--- src/rtl/pipe_stage_buf.sv ---
// pipe_stage_buf: generic pipeline-stage register with a valid/ready handshake,
// optional two-entry skid buffer, flush and bubble insertion. The first user is
// IF->ID, where the payload is {pc, inst}.
//
// Parameters
//   DATA_W     payload width in bits
//   SKID       1: two-entry skid buffer, up_ready_out is a function of registered
//                 state only
//              0: single register, up_ready_out = !dn_valid_out | dn_ready_in
//   NOP_VALUE  value presented on dn_data_out whenever no valid entry is held
//
// Ports
//   clk_in        clock, all state changes on the rising edge
//   rst_in        synchronous active-high reset
//   flush_in      drop all held entries and the current upstream transfer
//   up_valid_in   upstream offers up_data_in
//   up_ready_out  stage can accept this cycle
//   up_data_in    upstream payload
//   dn_valid_out  dn_data_out holds a valid entry
//   dn_ready_in   downstream consumes this cycle
//   dn_data_out   head entry, NOP_VALUE when invalid
//   count_out     occupancy 0..2 (0..1 when SKID=0)
module pipe_stage_buf #(
  parameter int unsigned       DATA_W    = 64,
  parameter bit                SKID      = 1'b1,
  parameter logic [DATA_W-1:0] NOP_VALUE = '0
) (
  input  logic              clk_in,
  input  logic              rst_in,
  input  logic              flush_in,
  input  logic              up_valid_in,
  output logic              up_ready_out,
  input  logic [DATA_W-1:0] up_data_in,
  output logic              dn_valid_out,
  input  logic              dn_ready_in,
  output logic [DATA_W-1:0] dn_data_out,
  output logic [1:0]        count_out
);

  // Encoding doubles as the occupancy count.
  typedef enum logic [1:0] {
    EMPTY = 2'd0,
    ONE   = 2'd1,
    FULL  = 2'd2
  } state_e;

  state_e            state_q, state_d;
  logic [DATA_W-1:0] main_q, main_d;
  logic [DATA_W-1:0] skid_q, skid_d;
  logic              accept;
  logic              pop;

  // Handshake and status outputs.
  always_comb begin
    if (SKID) begin
      up_ready_out = (state_q != FULL);
    end else begin
      up_ready_out = (state_q == EMPTY) | dn_ready_in;
    end
    dn_valid_out = (state_q != EMPTY);
    count_out    = state_q;
    // main_q is forced to NOP_VALUE whenever the stage empties, so the head
    // register can drive the output directly without a bubble mux.
    dn_data_out  = main_q;
    accept       = up_valid_in & up_ready_out;
    pop          = dn_valid_out & dn_ready_in;
  end

  // Next-state logic. Flush overrides the handshake; a pop in the flush cycle
  // has already been consumed downstream and needs no further action.
  always_comb begin
    state_d = state_q;
    main_d  = main_q;
    skid_d  = skid_q;
    if (flush_in) begin
      state_d = EMPTY;
      main_d  = NOP_VALUE;
    end else begin
      case (state_q)
        EMPTY: begin
          if (accept) begin
            state_d = ONE;
            main_d  = up_data_in;
          end
        end
        ONE: begin
          if (accept && pop) begin
            main_d = up_data_in;
          end else if (accept) begin
            // Only reachable with SKID=1: with SKID=0 a held entry makes
            // up_ready_out equal dn_ready_in, so accept implies pop.
            state_d = FULL;
            skid_d  = up_data_in;
          end else if (pop) begin
            state_d = EMPTY;
            main_d  = NOP_VALUE;
          end
        end
        FULL: begin
          if (pop) begin
            state_d = ONE;
            main_d  = skid_q;
          end
        end
        default: begin
          state_d = EMPTY;
          main_d  = NOP_VALUE;
        end
      endcase
    end
  end

  always_ff @(posedge clk_in) begin
    if (rst_in) begin
      state_q <= EMPTY;
      main_q  <= NOP_VALUE;
      skid_q  <= '0;
    end else begin
      state_q <= state_d;
      main_q  <= main_d;
      skid_q  <= skid_d;
    end
  end

endmodule

--- config.mk ---
export PLATFORM = sky130hd
export DESIGN_NAME = pipe_stage_buf
export DESIGN_NICKNAME = d
export VERILOG_FILES = /design/src/rtl/pipe_stage_buf.sv
export SDC_FILE = /design/constraint.sdc
export NUM_CORES = 1
export LEC_CHECK = 0
export BUFFER_PORTS_ARGS = -buffer_cell sky130_fd_sc_hd__buf_2
export CAP_MARGIN = 20
export CORE_ASPECT_RATIO = 1.2
export CORE_UTILIZATION = 57
export DETAILED_ROUTE_END_ITERATION = 8
export GPL_ROUTABILITY_DRIVEN = 0
export PLACE_DENSITY = 0.82
export RECOVER_POWER = 100
export SYNTH_ARGS = -nofsm -noshare
export SYNTH_HDL_FRONTEND = slang
export SYNTH_SLANG_ARGS = --single-unit
--- constraint.sdc ---
create_clock -name clk_in -period 2.4 [get_ports clk_in]
set_input_delay 0.48 -clock clk_in [delete_from_list [all_inputs] [get_ports clk_in]]
set_output_delay 0.48 -clock clk_in [all_outputs]
set_load 0.05 [all_outputs]
; After elaboration in Yosys (flattened, before gate mapping)
; Cells that the tools add are included.
[word_totals]
ff_bits = 130
latch_bits = 0
ramBits = 0
mem_bits_ro = 0
input_bits = 69
out_inout_bits = 68
wordCells = 35
n_memories = 0
[classes]
n_addsub = 0
n_mul = 0
div_mod_pow = 0
magnitude_cmp = 0
eq_ne = 9
shifts = 0
mux = 12
bitwise = 4
n_reduce_logical = 7
[ops]
columns = op, n
row1 = $mux W64, 5
row2 = $pmux W64 S3, 1
row3 = $reduce_and A4 Y1, 3
row4 = $mux W2, 5
row5 = $ne A3 B3 Y1 const B, 3
row6 = $ne A2 B2 Y1 const B, 4
row7 = $pmux W2 S3, 1
row8 = $and A1 B1 Y1, 2
row9 = $eq A2 B1 Y1 const B, 1
row10 = $eq A2 B2 Y1 const B, 1
row11 = $logic_not A2 Y1, 1
row12 = $not A1 Y1, 2
row13 = $reduce_bool A2 Y1, 1
row14 = $reduce_or A2 Y1, 1
row15 = $logic_and A1 B1 Y1, 1

; Logic depth before layout (Yosys ltp)
[logic_depth]
word_depth = 6
mapped_depth = 5

; Worst setup path before layout
; OpenSTA, ideal clock, no wires.
[synth_timing]
path_type = reg-to-reg
startpoint = reg state_q[0] (netlist: count_out[0])
endpoint = reg main_q[0] (netlist: dn_data_out[0])
t_arrival_ps = 2092
t_required_ps = 2278
setup_slack_ps = 187
path_stages_with_launch = 5
n_path_buf = 1
period_less_slack_ps = 2213
cell_sequence = dfxtp_1 nand2b_1 o22ai_4 buf_6 a221o_1
[synth_via]
elab_chain_cells = 5
word_cells_on_any_way = 15
cone_classes = eq/ne (7) / mux (2) / bitwise (2) / reduce/logical (4)
[synth_rtl]
columns = element, line
row1 = start: declaration, 47  ; state_e state_q, state_d;
row2 = start signal: assignment, 119  ; state_q <= state_d;
row3 = $ne A2 B2 Y1 (*), 56  ; up_ready_out = (state_q != FULL);
row4 = named net up_ready_out, 32  ; output logic up_ready_out,
row5 = $and A1 B1 Y1 (*), 65  ; accept = up_valid_in & up_ready_out;
row6 = $logic_and A1 B1 Y1, 87  ; if (accept && pop) begin
row7 = $ne A3 B3 Y1 (no source line) / $mux W64 (equally long branches), n/a
row8 = $reduce_and A4 Y1 (no source line) / $pmux W64 S3 (equally long branches), n/a
row9 = end signal: assignment, 120  ; main_q <= main_d;
row10 = end: declaration, 48  ; logic [DATA_W-1:0] main_q, main_d;
; Mark *: on every way through the listed nets, which the timed path passes. The rest lies on a longest branch.
; A chain may end at the register's enable or synchronous reset.

; Final worst setup path
[layout_timing]
startpoint = reg state_q[1] (netlist: count_out[1])
endpoint = out dn_valid_out
[layout_via]
elab_chain_cells = 1
[layout_rtl]
columns = element, line
row1 = $reduce_bool A2 Y1, 60  ; dn_valid_out = (state_q != EMPTY);
row2 = end: declaration, 34  ; output logic dn_valid_out,
; Every way passes these cells.

==> metrics <==
largest fanout on the critical path 34; RSZ-0062 raised after global routing no; Max Cap Viol 0; Num CTS Buffers 17; die height 109.9 µm; Die ar. 0.01010 mm²; TritonRoute pass-1 iters 4; CTS tree yes; outcome finished, final reports clean; fin nets 703; Buffers on Ports 136; initial antenna violation count 0; vias in the first global route 4,273; Initial Util 0.5841; Hold-fix buffers, CTS 0; fillers 744; DR iter-0 viols 236; post-synthesis cell type count 22; clk buf depth 2; via count 4,360; Power, Total 5.239 mW; WP data required 1.92 ns; Synth warnings 0; critical path launch point type register; final setup vio count 0; leading cell type in the layout, fill and taps excluded nand2b_1; Post-CTS Setup Repair Bufs 0; Clock Skews 0.007113 ns; post-synthesis xor/xnor area fraction 0; Mapped Avg Cell Area 10.74 µm²; Die X 91.91 µm; Synth Area in Simple Gates 0.2356; Buffers & Inverters on Critical Path 2; Worst EP arrival 1.79 ns; critical path cell sequence buf_4, or2_2, clkbuf_2; final hold viol count 0; # IOs 137; Slew Limit Fails 0; clk slew on worst S/H paths 0.06 ns; Compound-Gate Fraction of Synth Area 0.1242; Worst Tran Pin Value 0.7230 ns; Seq cells post-synth 130; H-tree levels 4; most frequent cells in the layout nand2b_1, dfxtp_1, buf_2; Slew HR 0.5180; critical path's largest stage delay 0.51 ns; period utilisation layout 0.9444; WL/cell 16.73 µm; largest family of logic cells by synthesized area simple AND/OR/NAND/NOR gates; Synth Net Count 584; core area 0.009467 mm²; mapped cell area 0.005529 mm²; fmax 441.2 MHz; GRT Residual Overflow 0; Syn Inst Count 515; Detail Placement HPWL 7.950 mm; CP max-delay cell dfxtp_2; CTS resizes 0; Via-to-Cell Ratio 5.662; hold crit path type input pin to register; Core Rows 39; Power Density 785.7 mW/mm²; share of layout cells above drive strength 1 0.1798; Pleak 2.774 nW; min cycle time layout 2.267 ns; critical path endpoint category output pin; post-synthesis mux area share 0.1186; clock root buffer clkbuf_16; WS Path Type register to output pin; Post-Synth Adder-Cell Area 0; synth-to-layout area growth 20.59%; pin count of the biggest net entering global routing 83; DR DRC count 0; Routed Antenna Nets 0; Total Neg Setup Slack 0 ns; clock latency on the worst-skew pair 0.41 ns; first-pass GRT wire length 20.65 mm; Sink Count 130; drt total wl 12.88 mm; Peak VDD IR 0.0005043 V; Top Family by Delay on Critical Path buffers and inverters; Seq/Total Area, Yosys 0.4707; Total Routing Usage GR 0.2607
kinds of logic (layout without fill, tap and decap cells):
group / Yosys count / after routing
and+or+nand+nor: 204 / 204
buffers and inverters: 47 / 177
other: 0 / 2
DFF: 130 / 130
muxes: 65 / 65
AOI/OAI and AO/OA: 69 / 69
final cells by class:
class | instances | area (µm²) | share of cell area
diodes | 2 | 5.005 | 0.0007506
clock buffers | 25 | 505.5 | 0.07581
clock inverters | 5 | 75.07 | 0.01126
multi-input cells | 338 | 2633 | 0.3948
flip-flops and latches | 130 | 2604 | 0.3905
well taps | 123 | 153.9 | 0.02308
repair buffers | 147 | 691.9 | 0.1038
registers in the layout (all words and copies together) (netlist names):
name / cells
skid_q: 64
dn_data_out: 64
count_out: 2
final timing paths:
kind                  start               to  slack (ns)  depth (start not counted)
max reg2reg    count_out[1]  dn_data_out[23]        0.25                          5
max            count_out[1]     dn_valid_out        0.13                          3
min          up_data_in[36]  dn_data_out[36]        0.31                          2
min reg2reg      skid_q[37]       skid_q[37]        0.47                          2
where the power goes:
group / switching (mW) / internal (mW)
clock network: 0.884 / 1.65
registers: 0.0318 / 2.21
logic: 0.304 / 0.157
total: 1.22 / 4.02
per-layer routing:
metal / share of wire / track usage / up-vias / routed length (µm)
li1: - / - / 2099 / -
met1: 0.44 / 0.3084 / 2119 / 5639
met2: 0.49 / 0.4430 / 126 / 6369
met3: 0.056 / 0.07953 / 16 / 719
met4: 0.012 / 0.1038 / 0 / 154
met5: 0 / 0 / - / 0
stage by stage:
stage	util	setup WS, ns	cells	hold WS (ns)	area [µm²]
final	0.7043	0.1335	770	0.3087	6668
after global routing	0.7038	0.04029	768	0.3047	6663
after CTS	0.7186	0.1192	768	0.2990	6803
after detailed placement	0.6573	0.4193	738	0.4600	6222
after global placement	0.6573	0.4849	738	0.4538	6222
after floorplan	-	0.1866	515	0.4442	5529
cells in the mapped netlist:
cell,count,area [µm²]
mux2_4,1,15.01
nand2_1,2,7.510
and3b_1,1,8.760
buf_2,6,30.03
dfxtp_1,130,2603
a221o_1,64,640.6
clkbuf_1,27,101.4
mux2i_1,64,640.6
nand2b_1,130,813.3
or3_4,2,22.52
nor3b_1,1,7.510
and3_1,64,400.4
nor4b_4,1,23.77
o21a_1,1,7.510
o32ai_1,1,8.760
nor2b_1,1,6.260
a21oi_1,2,10.01
or2_1,1,6.260
buf_4,2,15.01
buf_6,12,135.1
or2_2,1,6.260
o22ai_4,1,20.02
Note: power is estimated with default switching activity, not from simulation.
